**src/rtl/gates_sequencer.sv**
```systemverilog
// Self-test sequencer for the board's gates block: walks a/b through all four vectors
// (auto dwell or debounced button), captures each result onto the LEDs and flags wrong answers.
module gates_sequencer #(
  parameter int DWELL_CYCLES    = 50_000_000,
  parameter int DEBOUNCE_CYCLES = 500_000,
  parameter int SETTLE_CYCLES   = 2
) (
  input  logic       clk,
  input  logic       rst_n,
  input  logic       btn_step,
  input  logic       sw_auto,
  input  logic [3:0] y_in,
  output logic       a_out,
  output logic       b_out,
  output logic [1:0] vec,
  output logic [3:0] led,
  output logic       result_valid,
  output logic       mismatch,
  output logic [1:0] err_vec
);

  localparam int DWW = (DWELL_CYCLES > 1) ? $clog2(DWELL_CYCLES) : 1;
  localparam int STW = (SETTLE_CYCLES > 1) ? $clog2(SETTLE_CYCLES) : 1;
  localparam int DBW = $clog2(DEBOUNCE_CYCLES + 1);
  localparam logic [DWW-1:0] DWELL_LAST  = DWW'(DWELL_CYCLES - 1);
  localparam logic [STW-1:0] SETTLE_LAST = STW'(SETTLE_CYCLES - 1);
  localparam logic [DBW-1:0] DEB_MAX     = DBW'(DEBOUNCE_CYCLES);

  typedef enum logic [1:0] {SETTLE, CHECK, WAIT} state_t;

  state_t         state, state_nxt;
  logic [STW-1:0] settle_cnt, settle_nxt;
  logic [DWW-1:0] dwell_cnt, dwell_nxt;
  logic           capture, advance;
  logic           btn_s1, btn_s2, sw_s1, sw_s2;
  logic           deb_level, step;
  logic [DBW-1:0] deb_cnt;
  logic [3:0]     expected;
  logic [1:0]     vec_inc;

  always_ff @(posedge clk) begin
    if (!rst_n) begin
      btn_s1 <= 1'b0;
      btn_s2 <= 1'b0;
      sw_s1  <= 1'b0;
      sw_s2  <= 1'b0;
    end else begin
      btn_s1 <= btn_step;
      btn_s2 <= btn_s1;
      sw_s1  <= sw_auto;
      sw_s2  <= sw_s1;
    end
  end

  // The level flips only after the synced button disagrees with it for DEBOUNCE_CYCLES+1 samples.
  always_ff @(posedge clk) begin
    if (!rst_n) begin
      deb_level <= 1'b0;
      deb_cnt   <= '0;
      step      <= 1'b0;
    end else begin
      step <= 1'b0;
      if (btn_s2 == deb_level) begin
        deb_cnt <= '0;
      end else if (deb_cnt == DEB_MAX) begin
        deb_level <= btn_s2;
        deb_cnt   <= '0;
        step      <= btn_s2;
      end else begin
        deb_cnt <= deb_cnt + 1'b1;
      end
    end
  end

  always_ff @(posedge clk) begin
    if (!rst_n) begin
      state      <= SETTLE;
      settle_cnt <= '0;
      dwell_cnt  <= '0;
    end else begin
      state      <= state_nxt;
      settle_cnt <= settle_nxt;
      dwell_cnt  <= dwell_nxt;
    end
  end

  always_comb begin
    state_nxt  = state;
    settle_nxt = settle_cnt;
    dwell_nxt  = dwell_cnt;
    capture    = 1'b0;
    advance    = 1'b0;
    unique case (state)
      SETTLE: begin
        if (settle_cnt == SETTLE_LAST) begin
          state_nxt  = CHECK;
          settle_nxt = '0;
        end else begin
          settle_nxt = settle_cnt + 1'b1;
        end
      end
      CHECK: begin
        capture   = 1'b1;
        state_nxt = WAIT;
        dwell_nxt = '0;
      end
      WAIT: begin
        // Step pulses are honoured in either mode; dwell only accumulates while auto is on.
        advance = step || (sw_s2 && (dwell_cnt == DWELL_LAST));
        if (advance) begin
          state_nxt  = SETTLE;
          settle_nxt = '0;
          dwell_nxt  = '0;
        end else if (sw_s2) begin
          dwell_nxt = dwell_cnt + 1'b1;
        end else begin
          dwell_nxt = '0;
        end
      end
      default: state_nxt = SETTLE;
    endcase
  end

  always_comb begin
    expected = 4'b0111;
    unique case (vec)
      2'd0:    expected = 4'b1000;
      2'd1:    expected = 4'b1110;
      2'd2:    expected = 4'b1110;
      default: expected = 4'b0111;
    endcase
  end

  assign vec_inc = vec + 2'd1;

  always_ff @(posedge clk) begin
    if (!rst_n) begin
      vec          <= 2'd0;
      a_out        <= 1'b0;
      b_out        <= 1'b0;
      led          <= 4'd0;
      result_valid <= 1'b0;
      mismatch     <= 1'b0;
      err_vec      <= 2'd0;
    end else begin
      result_valid <= capture;
      if (capture) begin
        led <= y_in;
        if ((y_in != expected) && !mismatch) begin
          mismatch <= 1'b1;
          err_vec  <= vec;
        end
      end
      if (advance) begin
        vec   <= vec_inc;
        a_out <= vec_inc[1];
        b_out <= vec_inc[0];
      end
    end
  end

endmodule

```
**config.mk**
```make
export PLATFORM = sky130hd
export DESIGN_NAME = gates_sequencer
export DESIGN_NICKNAME = d
export VERILOG_FILES = /design/src/rtl/gates_sequencer.sv
export SDC_FILE = /design/constraint.sdc
export NUM_CORES = 1
export LEC_CHECK = 0
export ABC_AREA = 0
export CORE_UTILIZATION = 53
export DETAILED_ROUTE_END_ITERATION = 8
export PLACE_DENSITY = 0.77
export REMOVE_ABC_BUFFERS = 1
export SETUP_SLACK_MARGIN = 0.2
export SYNTH_ARGS = -nofsm -noshare
export SYNTH_HDL_FRONTEND = slang
export SYNTH_SLANG_ARGS = --single-unit
```
**constraint.sdc**
```tcl
create_clock -name clk -period 1.8 [get_ports clk]
set_input_delay 0.36 -clock clk [delete_from_list [all_inputs] [get_ports clk]]
set_output_delay 0.36 -clock clk [all_outputs]
set_load 0.01 [all_outputs]
```
== Yosys cells after proc, flatten, opt, wreduce, memory -nomap -nowiden ==
Index checks and enable logic that the tools add are counted.
Word-level totals
  register bits: 66
  input bits: 8
  output and inout bits: 12
  logic and storage cells: 61
Cells by class
  add/subtract/negate cells: 4
  equal/unequal tests: 10
  multiplexer cells: 12
  bitwise operators: 3
  reduce and logical (&&, ||, !) cells: 15
Operator list (count)
  26-bit two-way mux: 2
  26-bit case mux with 2 select lines: 1
  26-bit by 1-bit adder with 26-bit output, second input constant: 1
  26-bit == test, second input constant: 1
  19-bit by 1-bit adder with 19-bit output, second input constant: 1
  19-bit == test, second input constant: 1
  4-bit case mux with 2 select lines: 1
  2-bit AND reduction: 4
  2-bit case mux with 3 select lines: 1
  3-bit OR reduction: 2
  2-bit by 1-bit == test with 1-bit output, second input constant: 2
  2-bit == test, second input constant: 2
  2-bit logical NOT: 2
  1-bit two-way mux: 4
  2-bit two-way mux: 2
  2-bit inequality test, second input constant: 2
  4-bit inequality test: 1
  2-bit nonzero test: 2
  1-bit inverter: 3
  2-bit by 1-bit adder with 2-bit output, second input constant: 1
  1-bit logical AND: 2
  1-bit case mux with 2 select lines: 1
  2-bit OR reduction: 1
  1-bit adder, second input constant: 1
  other kinds (3): 3

== Longest topological paths before layout ==
Gate-level depths: netlist of the first run.
  word-level depth: 6
  mapped depth: 8
  mapped depth without buffers: 7

== Worst setup path after synthesis of the first run ==
Ideal clock, no wire load.
  path type: reg2reg
  start point: reg state[1]
  end point: reg dwell_cnt[17]
  setup time: 0.058 ns
  arrival: 1.788 ns
  data required time: 1.742 ns
  slack: -0.046 ns
  stages on the path, launching flop included: 8
  path buffers: 2
  period minus slack after synthesis: 1.846 ns
  cells stage by stage: dfxtp_1 > inv_1 > ha_1 > clkbuf_1 > nand4_1 > clkbuf_1 > o311ai_1 > o21a_1
Between the ends
  word-level cells in the longest chain between the ends: 2
  elaborated cells between the ends (all ways): 4
  those cells by class: 2 x eq/ne; 1 x mux; 1 x reduce/logical
Ends and longest elaborated chain
  start, declared: RTL line 31  | state_t state, state_nxt;
  start signal, assigned: RTL line 81  | state <= state_nxt;
  2-bit == test or 2-bit by 1-bit == test with 1-bit output (tied branches): RTL line 93  | unique case (state)
  26-bit case mux with 2 select lines or 2-bit nonzero test (tied branches)
  end signal, assigned: RTL line 83  | dwell_cnt <= dwell_nxt;
  end, declared: RTL line 33  | logic [DWW-1:0] dwell_cnt, dwell_nxt;
Several ways; a longest one is shown, not always the timed one.
A chain may end at the register's enable or synchronous reset.

== Worst setup path in the final report of the first run ==
  start point: reg dwell_cnt[7]
  end point: reg dwell_cnt[11]
Between the ends
  word-level cells in the longest chain between the ends: 5
  elaborated cells between the ends (all ways): 7
  those cells by class: 1 x add/sub; 1 x eq/ne; 3 x mux; 2 x reduce/logical
Ends and longest elaborated chain
  branches (longest 3 deep; another with 26-bit by 1-bit adder with 26-bit output)
  26-bit two-way mux *: RTL line 110  | if (advance) begin
  26-bit case mux with 2 select lines *: RTL line 93
Every way passes the cells marked *.

==> results.toml, run 1 <==
[synth]
synth_top_area_cell = "dfxtp_1"
avgSynthCellArea_sq_um = 9.077
synth_cell_type_count = 58
synth_most_common_cell = "dfxtp_1"
synth_compound_area_share_pct = 12.50
synth_edf_count = 0
synth_async_sr_flop_share_pct = 0
ys_top_cells_by_count = "dfxtp_1, nor2_1, nand2_1"
netlist_instances = 365
synth-simple-area-share_pct = 31.68
synth_top_family_by_area = "simple AND/OR/NAND/NOR gates"
yosysWarningCount = 0
netlist_top_cells_area = "dfxtp_1, nor2_1, xor2_1"
synth_seq_cells = 64
syn-cell-area_sq_um = 3313
synth_ff_type = "dfxtp_1"
synth_fa_ha_area_share_pct = 3.399
synth-seq-area-share_pct = 38.67
synth_xor_area_share_pct = 5.551
muxShareOfSynthArea_pct = 2.719
synth_top_area_share_pct = 38.67

[worst_setup_path]
crit_required_ns = 2.03
critPathArrivalTime_ns = 1.99
cp-start-kind = "flip-flop"
endpoint_kind = "flip-flop"
critPathKind = "reg2reg"
crit_fanout = 8

[final_layout]
fillers = 375
multi_input_area_sq_um = 2126
fin_nets = 451
n_antenna_cell = 0
drive_gt1_share_pct = 32.95
areaGrowthSynthToFinish_pct = 36.86
final_util_pct = 75.69
area.sequential_sq_um = 1311

[grt]
grt.overflow.total = 0
grt_max_degree = 21
antenna_found_initial = 0
grt_pass1_vias = 2801
grt_first_pass_wirelength_um = 12780
grt_usage_pct = 25.41

[min_path]
hp-class = "reg2reg"

[timing]
slew_headroom_pct = 67.94
whs_ns = 0.4389
setup_viol_count_final = 0
fmax_mhz = 569.1
worstMarginPinSlew_ns = 0.4810
finalCritPeriodShare_pct = 97.62
period_minus_slack_ns = 1.757
rsz0062_at_grt = "yes"
drv_slew = 0
hold_viol_final = 0
finalSetupTns_ns = 0
skew_ns = 0.009229

[clocking]
cts.reportedPaths.clkPinSlew_ns = 0.07
cts_buffer_depth = 2
cts_hold_buf = 0
insertion_delay_ns = 0.34
cts-htree-levels = 3
tritoncts = "built"
clkSinkCount = 64
clockRootBuffer = "clkbuf_8"
cts_buffers = 9

[floorplanning]
initial_utilization_pct = 55.30
core_sq_um = 5991
pin_count = 20
die_area_sq_um = 6572
die_y_um = 81.07
die-width_um = 81.07
num_rows = 28

[drt]
avgRoutedWirePerCell_um = 16.86
drtAntennaViolNets = 0
dr.first_iter.drc_count = 174
drc = 0
drt-total-wl_um = 8634
via_count = 3101
drt_pass1_iterations = 5
viasPerCell = 6.057

[flow_run]
maxCapViolCount = 0

[place]
hpwl_um = 5236
gp_congestion = 0.8791
placement.io_buffers = 19

[pwr]
leakage_nw = 1.793
vdd_drop_max_uv = 525.2
p_per_area_nw_per_um2 = 748.4

[run_status]
status = "finished, final reports clean"
[sequential cells by signal, summed over array words and instances, names as in the netlist, 2 cells and up]
signal     count
dwell_cnt     26
deb_cnt       19
led            4
err_vec        2
state          2
[cells in the final DEF, fill, tap and decap left out, types with 4 or more instances in the layout]
master           Yosys  routed
buf_4                4      47
dfxtp_1             64      44
nor2_1              38      32
nand2_1             25      24
dfxtp_2              0      18
nand4_1             16      16
xor2_1              15      15
inv_1               14      13
nand3_1             16      13
clkbuf_8             1      11
nor3_1              13      10
clkdlybuf4s50_1      0      10
nor4_4               2       9
o21a_1               9       9
mux2i_1              9       9
nor3b_1              7       7
and2_1               8       7
ha_1                 9       7
o311ai_1             9       6
a22o_1               6       6
xnor2_1              6       6
dlygate4sd2_1        0       6
and3_1               5       5
nor4_1              12       5
o31ai_1              5       5
buf_12               0       5
nor4_2               4       4
nor2_2               0       4
a21oi_1              6       4
nor2b_1              4       4
[layer usage]
layer  vias up  part of all wire, %  global-route usage, %
li1       1475                    -                      -
met1      1482                   41                  30.25
met2       118                   50                  42.18
met3        26                  5.2                  5.393
met4         0                  3.2                  14.46
met5         -                    0                      0
[timing repair]
action | CTS | global route
pin swaps | 13 | 17
endpoints found under the setup margin | 56 | 56
cloned | 2 | 1
gates resized for setup | 42 | 44
buffers inserted | 9 | 3
[cell type report]
class	count	area share (%)
multi-input cells	268	46.88
flip-flops and latches	64	28.92
repair buffers	77	16.69
clock buffers	11	3.339
well taps	75	2.070
inverters	14	1.159
clock inverters	3	0.9382
[power by group]
part	internal [W]	leakage, nW	switching (W)
logic	0.000302	1.17	0.000343
clock network	0.000697	0.0973	0.000537
registers	0.00148	0.528	0.0000384
total	0.00248	1.79	0.000917
[cell families after synthesis]
family / Yosys count
adders and majority gates: 9
buffers and inverters: 33
DFF: 64
and+or+nand+nor: 176
muxes: 9
xor gates and xnor gates: 21
AOI/OAI and AO/OA: 53
[stage by stage]
| step | setup WS, ns | std cells | total power (W) | area (sq um) |
|---|---|---|---|---|
| floorplan | -0.6323 | 346 | 0.001912 | 3184 |
| CTS | 0.07102 | 508 | 0.003403 | 4343 |
| finish | 0.04285 | 512 | 0.003394 | 4534 |
| detailed placement | -0.03260 | 483 | 0.002165 | 3841 |
| global placement | -0.02607 | 483 | 0.002140 | 3841 |
| global route | -0.00005418 | 512 | 0.003532 | 4534 |
[critical path, cell delays in order, from the launching register on]
cell	delay (ns)
dfxtp_2	0.34
nor4bb_4	0.33
and4_4	0.28
a21o_4	0.22
buf_12	0.16
nor4_4	0.04
a211o_1	0.28
[path summary, 6_finish.rpt]
| kind | to | start | cells after the start | slack [ns] |
|---|---|---|---|---|
| min reg2reg | sw_s2 | sw_s1 | 1 | 0.44 |
| max | dwell_cnt[11] | dwell_cnt[7] | 6 | 0.04 |
| min | sw_s2 | sw_s1 | 1 | 0.44 |
| max reg2reg | dwell_cnt[11] | dwell_cnt[7] | 6 | 0.04 |
Note: power is estimated with default switching activity, not from simulation.
==> run 2, diff against run 1 <==
--- a/config.mk
+++ b/config.mk
@@ -8,6 +8,7 @@
 export ABC_AREA = 0
 export CORE_UTILIZATION = 53
 export DETAILED_ROUTE_END_ITERATION = 8
+export GPL_ROUTABILITY_DRIVEN = 0
 export PLACE_DENSITY = 0.77
 export REMOVE_ABC_BUFFERS = 1
 export SETUP_SLACK_MARGIN = 0.2
==> results of run 2 <==
Final layout, timing and power as in run 1 (identical DEF).
